### src/rtl/spm_rr_arbiter_pkg.sv
// Shared types and defaults for the single-port-memory round-robin arbiter.
// The arbiter itself is parameterised; these defaults describe the standard 4-port instance.
package spm_arb_pkg;

    typedef enum logic [0:0] {
        UNLOCKED = 1'b0,
        LOCKED   = 1'b1
    } arb_state_e;

    localparam int unsigned DefNumPorts      = 32'd4;
    localparam int unsigned DefDataWidth     = 32'd8;
    localparam int unsigned DefDataDepth     = 32'd4096;
    localparam int unsigned DefMaxLockCycles = 32'd16;

    // Minimum index width, never zero so single-entry ranges still get a real bit.
    function automatic int unsigned idx_width(input int unsigned n);
        return (n <= 32'd1) ? 32'd1 : $clog2(n);
    endfunction

    typedef logic [idx_width(DefNumPorts)-1:0] port_idx_t;

endpackage

### src/rtl/spm_rr_arbiter_pick.sv
// Combinational one-hot pick of the first set request bit, searching upward
// from a rotating start index and wrapping at NumPorts.
module rr_priority_pick #(
    parameter int unsigned NumPorts = 32'd4,
    parameter int unsigned IdxWidth = 32'd2
) (
    input  logic [NumPorts-1:0] req_i,
    input  logic [IdxWidth-1:0] start_i,
    output logic [NumPorts-1:0] gnt_o,
    output logic [IdxWidth-1:0] idx_o,
    output logic                any_o
);

    logic [IdxWidth-1:0] cand_s;

    // Walk ports start, start+1, ... and keep the first requester found.
    always_comb begin
        gnt_o  = '0;
        idx_o  = '0;
        any_o  = 1'b0;
        cand_s = '0;
        for (int unsigned i = 0; i < NumPorts; i++) begin
            cand_s = IdxWidth'((32'(start_i) + i) % NumPorts);
            if (!any_o && req_i[cand_s]) begin
                gnt_o[cand_s] = 1'b1;
                idx_o         = cand_s;
                any_o         = 1'b1;
            end else begin
                any_o = any_o;
            end
        end
    end

endmodule

### src/rtl/spm_rr_arbiter.sv
// Round-robin arbiter sharing one single-port memory (comb. read, sync write)
// between NumPorts requesters, with per-beat lock and a forced release on idle owners.
module spm_rr_arbiter
    import spm_arb_pkg::*;
#(
    parameter int unsigned NumPorts      = DefNumPorts,
    parameter int unsigned DataWidth     = DefDataWidth,
    parameter int unsigned DataDepth     = DefDataDepth,
    parameter int unsigned AddrWidth     = (DataDepth <= 32'd1) ? 32'd1 : $clog2(DataDepth),
    parameter int unsigned MaxLockCycles = DefMaxLockCycles
) (
    input  logic                                clk_i,
    input  logic                                rst_ni,
    input  logic [NumPorts-1:0]                 req_valid_i,
    output logic [NumPorts-1:0]                 req_ready_o,
    input  logic [NumPorts-1:0]                 req_we_i,
    input  logic [NumPorts-1:0]                 req_lock_i,
    input  logic [NumPorts-1:0][AddrWidth-1:0]  req_addr_i,
    input  logic [NumPorts-1:0][DataWidth-1:0]  req_wdata_i,
    output logic [NumPorts-1:0]                 rsp_valid_o,
    output logic [DataWidth-1:0]                rsp_rdata_o,
    output logic [AddrWidth-1:0]                mem_addr_o,
    output logic                                mem_we_o,
    output logic [DataWidth-1:0]                mem_wr_data_o,
    input  logic [DataWidth-1:0]                mem_rd_data_i
);

    localparam int unsigned         IdxWidth  = idx_width(NumPorts);
    localparam int unsigned         CntWidth  = idx_width(MaxLockCycles) + 32'd1;
    localparam logic [IdxWidth-1:0] LastPort  = IdxWidth'(NumPorts - 32'd1);
    localparam logic [CntWidth-1:0] LockLimit = CntWidth'(MaxLockCycles - 32'd1);

    arb_state_e             state_r;
    logic [IdxWidth-1:0]    ptr_r;
    logic [IdxWidth-1:0]    owner_r;
    logic [CntWidth-1:0]    lock_cnt_r;
    logic [NumPorts-1:0]    rsp_valid_r;
    logic [DataWidth-1:0]   rsp_rdata_r;

    logic [NumPorts-1:0]    pick_gnt_s;
    logic [IdxWidth-1:0]    pick_idx_s;
    logic                   pick_any_s;
    logic [NumPorts-1:0]    gnt_s;
    logic [IdxWidth-1:0]    gnt_idx_s;
    logic [IdxWidth-1:0]    next_ptr_s;
    logic                   accept_s;
    logic                   rd_accept_s;

    rr_priority_pick #(
        .NumPorts (NumPorts),
        .IdxWidth (IdxWidth)
    ) u_pick (
        .req_i   (req_valid_i),
        .start_i (ptr_r),
        .gnt_o   (pick_gnt_s),
        .idx_o   (pick_idx_s),
        .any_o   (pick_any_s)
    );

    // Grant selection: a locked owner excludes everyone else, even while it is idle.
    always_comb begin
        gnt_s     = '0;
        gnt_idx_s = owner_r;
        accept_s  = 1'b0;
        case (state_r)
            LOCKED: begin
                if (req_valid_i[owner_r]) begin
                    gnt_s[owner_r] = 1'b1;
                    accept_s       = 1'b1;
                end else begin
                    accept_s = 1'b0;
                end
            end
            default: begin
                gnt_s     = pick_gnt_s;
                gnt_idx_s = pick_idx_s;
                accept_s  = pick_any_s;
            end
        endcase
    end

    // Pointer moves just past the port last served; in LOCKED that is the owner.
    always_comb begin
        if (gnt_idx_s == LastPort) begin
            next_ptr_s = '0;
        end else begin
            next_ptr_s = gnt_idx_s + IdxWidth'(1);
        end
    end

    // Memory request mux, quiet (all zero) when nothing is accepted.
    always_comb begin
        mem_addr_o    = '0;
        mem_we_o      = 1'b0;
        mem_wr_data_o = '0;
        if (accept_s) begin
            mem_addr_o    = req_addr_i[gnt_idx_s];
            mem_we_o      = req_we_i[gnt_idx_s];
            mem_wr_data_o = req_wdata_i[gnt_idx_s];
        end else begin
            mem_we_o = 1'b0;
        end
    end

    assign rd_accept_s = accept_s && !req_we_i[gnt_idx_s];

    // Arbitration FSM, pointer/owner/lock counter and the read response register.
    always_ff @(posedge clk_i or negedge rst_ni) begin
        if (!rst_ni) begin
            state_r     <= UNLOCKED;
            ptr_r       <= '0;
            owner_r     <= '0;
            lock_cnt_r  <= '0;
            rsp_valid_r <= '0;
            rsp_rdata_r <= '0;
        end else begin
            rsp_valid_r <= rd_accept_s ? gnt_s : '0;
            if (rd_accept_s) begin
                rsp_rdata_r <= mem_rd_data_i;
            end

            case (state_r)
                LOCKED: begin
                    if (accept_s) begin
                        lock_cnt_r <= '0;
                        if (!req_lock_i[owner_r]) begin
                            state_r <= UNLOCKED;
                            ptr_r   <= next_ptr_s;
                        end
                    end else if (lock_cnt_r == LockLimit) begin
                        // Owner idle too long: hand the memory back to the others.
                        state_r    <= UNLOCKED;
                        ptr_r      <= next_ptr_s;
                        lock_cnt_r <= '0;
                    end else begin
                        lock_cnt_r <= lock_cnt_r + CntWidth'(1);
                    end
                end
                default: begin
                    if (accept_s) begin
                        if (req_lock_i[gnt_idx_s]) begin
                            state_r    <= LOCKED;
                            owner_r    <= gnt_idx_s;
                            lock_cnt_r <= '0;
                        end else begin
                            state_r <= UNLOCKED;
                            ptr_r   <= next_ptr_s;
                        end
                    end else begin
                        state_r <= UNLOCKED;
                    end
                end
            endcase
        end
    end

    assign req_ready_o = gnt_s;
    assign rsp_valid_o = rsp_valid_r;
    assign rsp_rdata_o = rsp_rdata_r;

endmodule

### config.mk
export PLATFORM = sky130hd
export DESIGN_NAME = spm_rr_arbiter
export DESIGN_NICKNAME = d
export VERILOG_FILES = /design/src/rtl/spm_rr_arbiter_pkg.sv /design/src/rtl/spm_rr_arbiter_pick.sv /design/src/rtl/spm_rr_arbiter.sv
export SDC_FILE = /design/constraint.sdc
export NUM_CORES = 1
export LEC_CHECK = 0
export ABC_AREA = 1
export CAP_MARGIN = 10
export CORE_MARGIN = 2
export CORE_UTILIZATION = 40
export DETAILED_ROUTE_END_ITERATION = 10
export PLACE_DENSITY = 0.91
export SYNTH_ARGS = -nofsm -noshare
export SYNTH_HDL_FRONTEND = slang
export SYNTH_SLANG_ARGS = --single-unit
### constraint.sdc
create_clock -name clk_i -period 3.4 [get_ports clk_i]
set_input_delay 0.34 -clock clk_i [delete_from_list [all_inputs] [get_ports clk_i]]
set_output_delay 0.34 -clock clk_i [all_outputs]
set_load 0.05 [all_outputs]
==> run summary <==
status: completed
fmax: 308.0 MHz
FFs w/ async S/R, synth: 1.000
dpl hpwl: 6531 um
unrepaired setup endpoints after global routing: false
Nets: 633
Post-synth top flop: dfrtp_1
vias in the first global route: 2943
post-synthesis sequential area ratio: 0.2198
Routed Wire Length: 8185 um
area grow syn2layout: 69.73%
core footprint: 5991 um2
initial antenna violation count: 0
I/O pin total: 139
port bufs: 138
CP cell instances: inv_6, ha_1, inv_1, nand3_1, o21ai_1, nand3b_4, nand3_2, nand2_1, nand2_2, buf_4, a21oi_1, o21ai_1, a21oi_1, buf_12
Synth cell types: 37
clk slew on worst S/H paths: 0.08 ns
most frequent cells in the layout: clkdlybuf4s50_1, nand2_1, inv_1, a21oi_1, nand3_1
Min-Delay Path Class: reg2reg
Worst slew margin: 0.3371
Worst Tran Pin Value: 0.9913 ns
Req. time, crit path: 3.06 ns
WL/cell: 13.71 um
row count: 28
detailed-route via count: 3194
commonest non-fill, non-tap cell in the layout: clkdlybuf4s50_1
Final Setup Violations: 0
Synth Area per Inst: 6.406 um2
Crit-path slowest cell: dfrtp_1
layout cells sized above 1: 0.1437
postcts setup bufs: 0
cell family with most CP delay: compound AO/OA/AOI/OAI gates
reg2reg setup slack: 0.71 ns
Yosys reg bits: 22
First DRT Iteration DRCs: 184
Initial Util: 0.4181
die width: 83.14 um
Worst Setup End Kind: primary output
die area: 6911 um2
Gate Count Post-Synth: 391
H-Tree Depth: 1
Critical Path AT: 2.91 ns
ratio of final minimum period to clock period: 0.9550
DR vias/cell: 5.350
Layout fillers: 451
diode count: 0
Hold Crit Depth: 2
remaining antenna violation count after routing: 0
Tmin final: 3.247 ns
Max-Cap Viols: 0
Setup Crit Path Kind: reg2out
CP Buf/Inv Count: 4
worst reg2reg path endpoint: ptr_r[0]$_DFFE_PN0P_
path depth of the worst reg2reg path: 15
Mapped Area: 2505 um2
CTS Sinks: 22
Placement Setup Slack: 0.3795 ns
gpl congestion: 0.9204
Clock Tree Buf Depth: 2
Worst Slack Setup Final: 0.1529 ns
hold_sp: rsp_rdata_o[2]$_DFFE_PN0P_
slowest stage delay, CP: 0.42 ns
DRC viols: 0
worst-case clock skew: 0.002241 ns
first-pass GRT wire length: 13220 um
syn nets: 501
Pins Over Slew Limit: 0
clock latency on the worst-skew pair: 0.27 ns
number of flops mapped to enable cells by yosys: 0
Crit Reg-Reg Startpoint: ptr_r[0]$_DFFE_PN0P_
grt ovf: 0
critical path peak fanout: 22
Post-Route Setup TNS: 0 ns
CP startpoint kind: flip-flop
die height: 83.14 um
Num CTS Buffers: 3
TritonCTS clock tree: built
GR Util All Layers: 0.2259
Root Buffer: clkbuf_8
yosys warns: 0
drt first pass iters: 5
WHS Endpoint: rsp_rdata_o[2]$_DFFE_PN0P_
Final Hold Viols: 0
largest net degree at the start of global routing: 49
-- layout make-up --
class / count / area (um2) / share of cell area
multi-input cells: 280 / 1615 / 0.3799
clock buffers: 4 / 55.05 / 0.01295
well taps: 75 / 93.84 / 0.02207
flip-flops and latches: 22 / 550.5 / 0.1295
inverters: 70 / 267.8 / 0.06298
repair buffers: 146 / 1669 / 0.3926
-- how the worst max path moves through the flow --
stage / cells after the start / slack, ns / to / start
6_report: 14 / 0.15 / mem_wr_data_o[7] / ptr_r[0]$_DFFE_PN0P_
5_1_grt: 14 / 0.007 / mem_addr_o[8] / ptr_r[0]$_DFFE_PN0P_
4_1_cts: 14 / 0.08 / mem_wr_data_o[1] / ptr_r[1]$_DFFE_PN0P_
3_5_place_dp: 11 / 0.38 / req_ready_o[0] / req_valid_i[1]
3_3_place_gp: 11 / 0.42 / req_ready_o[0] / req_valid_i[1]
2_1_floorplan: 14 / 0.21 / mem_addr_o[10] / ptr_r[1]$_DFFE_PN0P_
-- registers in the layout, indices dropped and copies added, names as in the netlist --
| register | count |
|---|---|
| rsp_valid_o | 4 |
| rsp_rdata_o | 8 |
| state_r | 1 |
| ptr_r | 2 |
| lock_cnt_r | 5 |
| owner_r | 2 |
-- metrics by stage --
step                hold WS [ns]  instance area (um2)  utilization  instances
floorplan                0.04441                 2505            -        391
global placement          0.4539                 4154       0.6934        593
detailed placement        0.4619                 4154       0.6934        593
CTS                       0.4815                 4209       0.7026        597
global route              0.5037                 4252       0.7097        597
finish                    0.4805                 4252       0.7097        597
-- cell usage after synthesis, types with 2 or more instances --
library cell / number / area (um2)
o22ai_1: 2 / 12.51
nor2_2: 3 / 18.77
nand2_4: 2 / 22.52
buf_4: 2 / 15.01
dfrtp_1: 22 / 550.5
o21ai_0: 19 / 95.09
o211ai_1: 22 / 165.2
o2111ai_1: 4 / 35.03
a21oi_1: 46 / 230.2
nand3_1: 32 / 160.2
o21ai_1: 4 / 20.02
nor3_1: 4 / 20.02
nor2_1: 9 / 33.78
inv_1: 65 / 244.0
nand3_2: 4 / 40.04
buf_6: 3 / 33.78
clkbuf_1: 4 / 15.01
buf_2: 10 / 50.05
nand3_4: 2 / 35.03
nand3b_1: 3 / 22.52
xor2_1: 2 / 17.52
nand2_2: 9 / 56.30
nand2_1: 87 / 326.6
nand4_1: 9 / 56.30
inv_2: 3 / 11.26
ha_1: 8 / 100.1
-- cell families (layout without fill, tap and decap cells) --
kind of cell               Yosys count  count (layout)  share of synthesized area
adders and majority gates            8               8                    0.03996
xor gates and xnor gates             3               3                    0.01049
AOI/OAI and AO/OA                  102             102                     0.2438
DFF                                 22              22                     0.2198
and+or+nand+nor                    167             167                     0.3337
buffers and inverters               89             220                     0.1523
-- worst min-delay path: cells and delay by family (launching register included) --
| family | cells | cell delay, ns |
|---|---|---|
| flip-flops | 1 | 0.35 |
| AND/OR/NAND/NOR | 2 | 0.11 |
-- repair_timing --
action                                  CTS  global route
resized for setup                         0            11
endpoints found under the setup margin    0            22
hold buffers                              0             0
-- routing by layer --
metal / up-vias / GRT usage / share of wire
met4: 0 / 0.07004 / 0.032
met1: 1427 / 0.2509 / 0.38
met5: - / 0 / 0
met3: 29 / 0.04970 / 0.076
met2: 176 / 0.4245 / 0.51
li1: 1562 / - / -
Power is left out: the tool's default activity adds up to more than one toggle a clock period on the data nets, which glitch-free logic cannot reach.
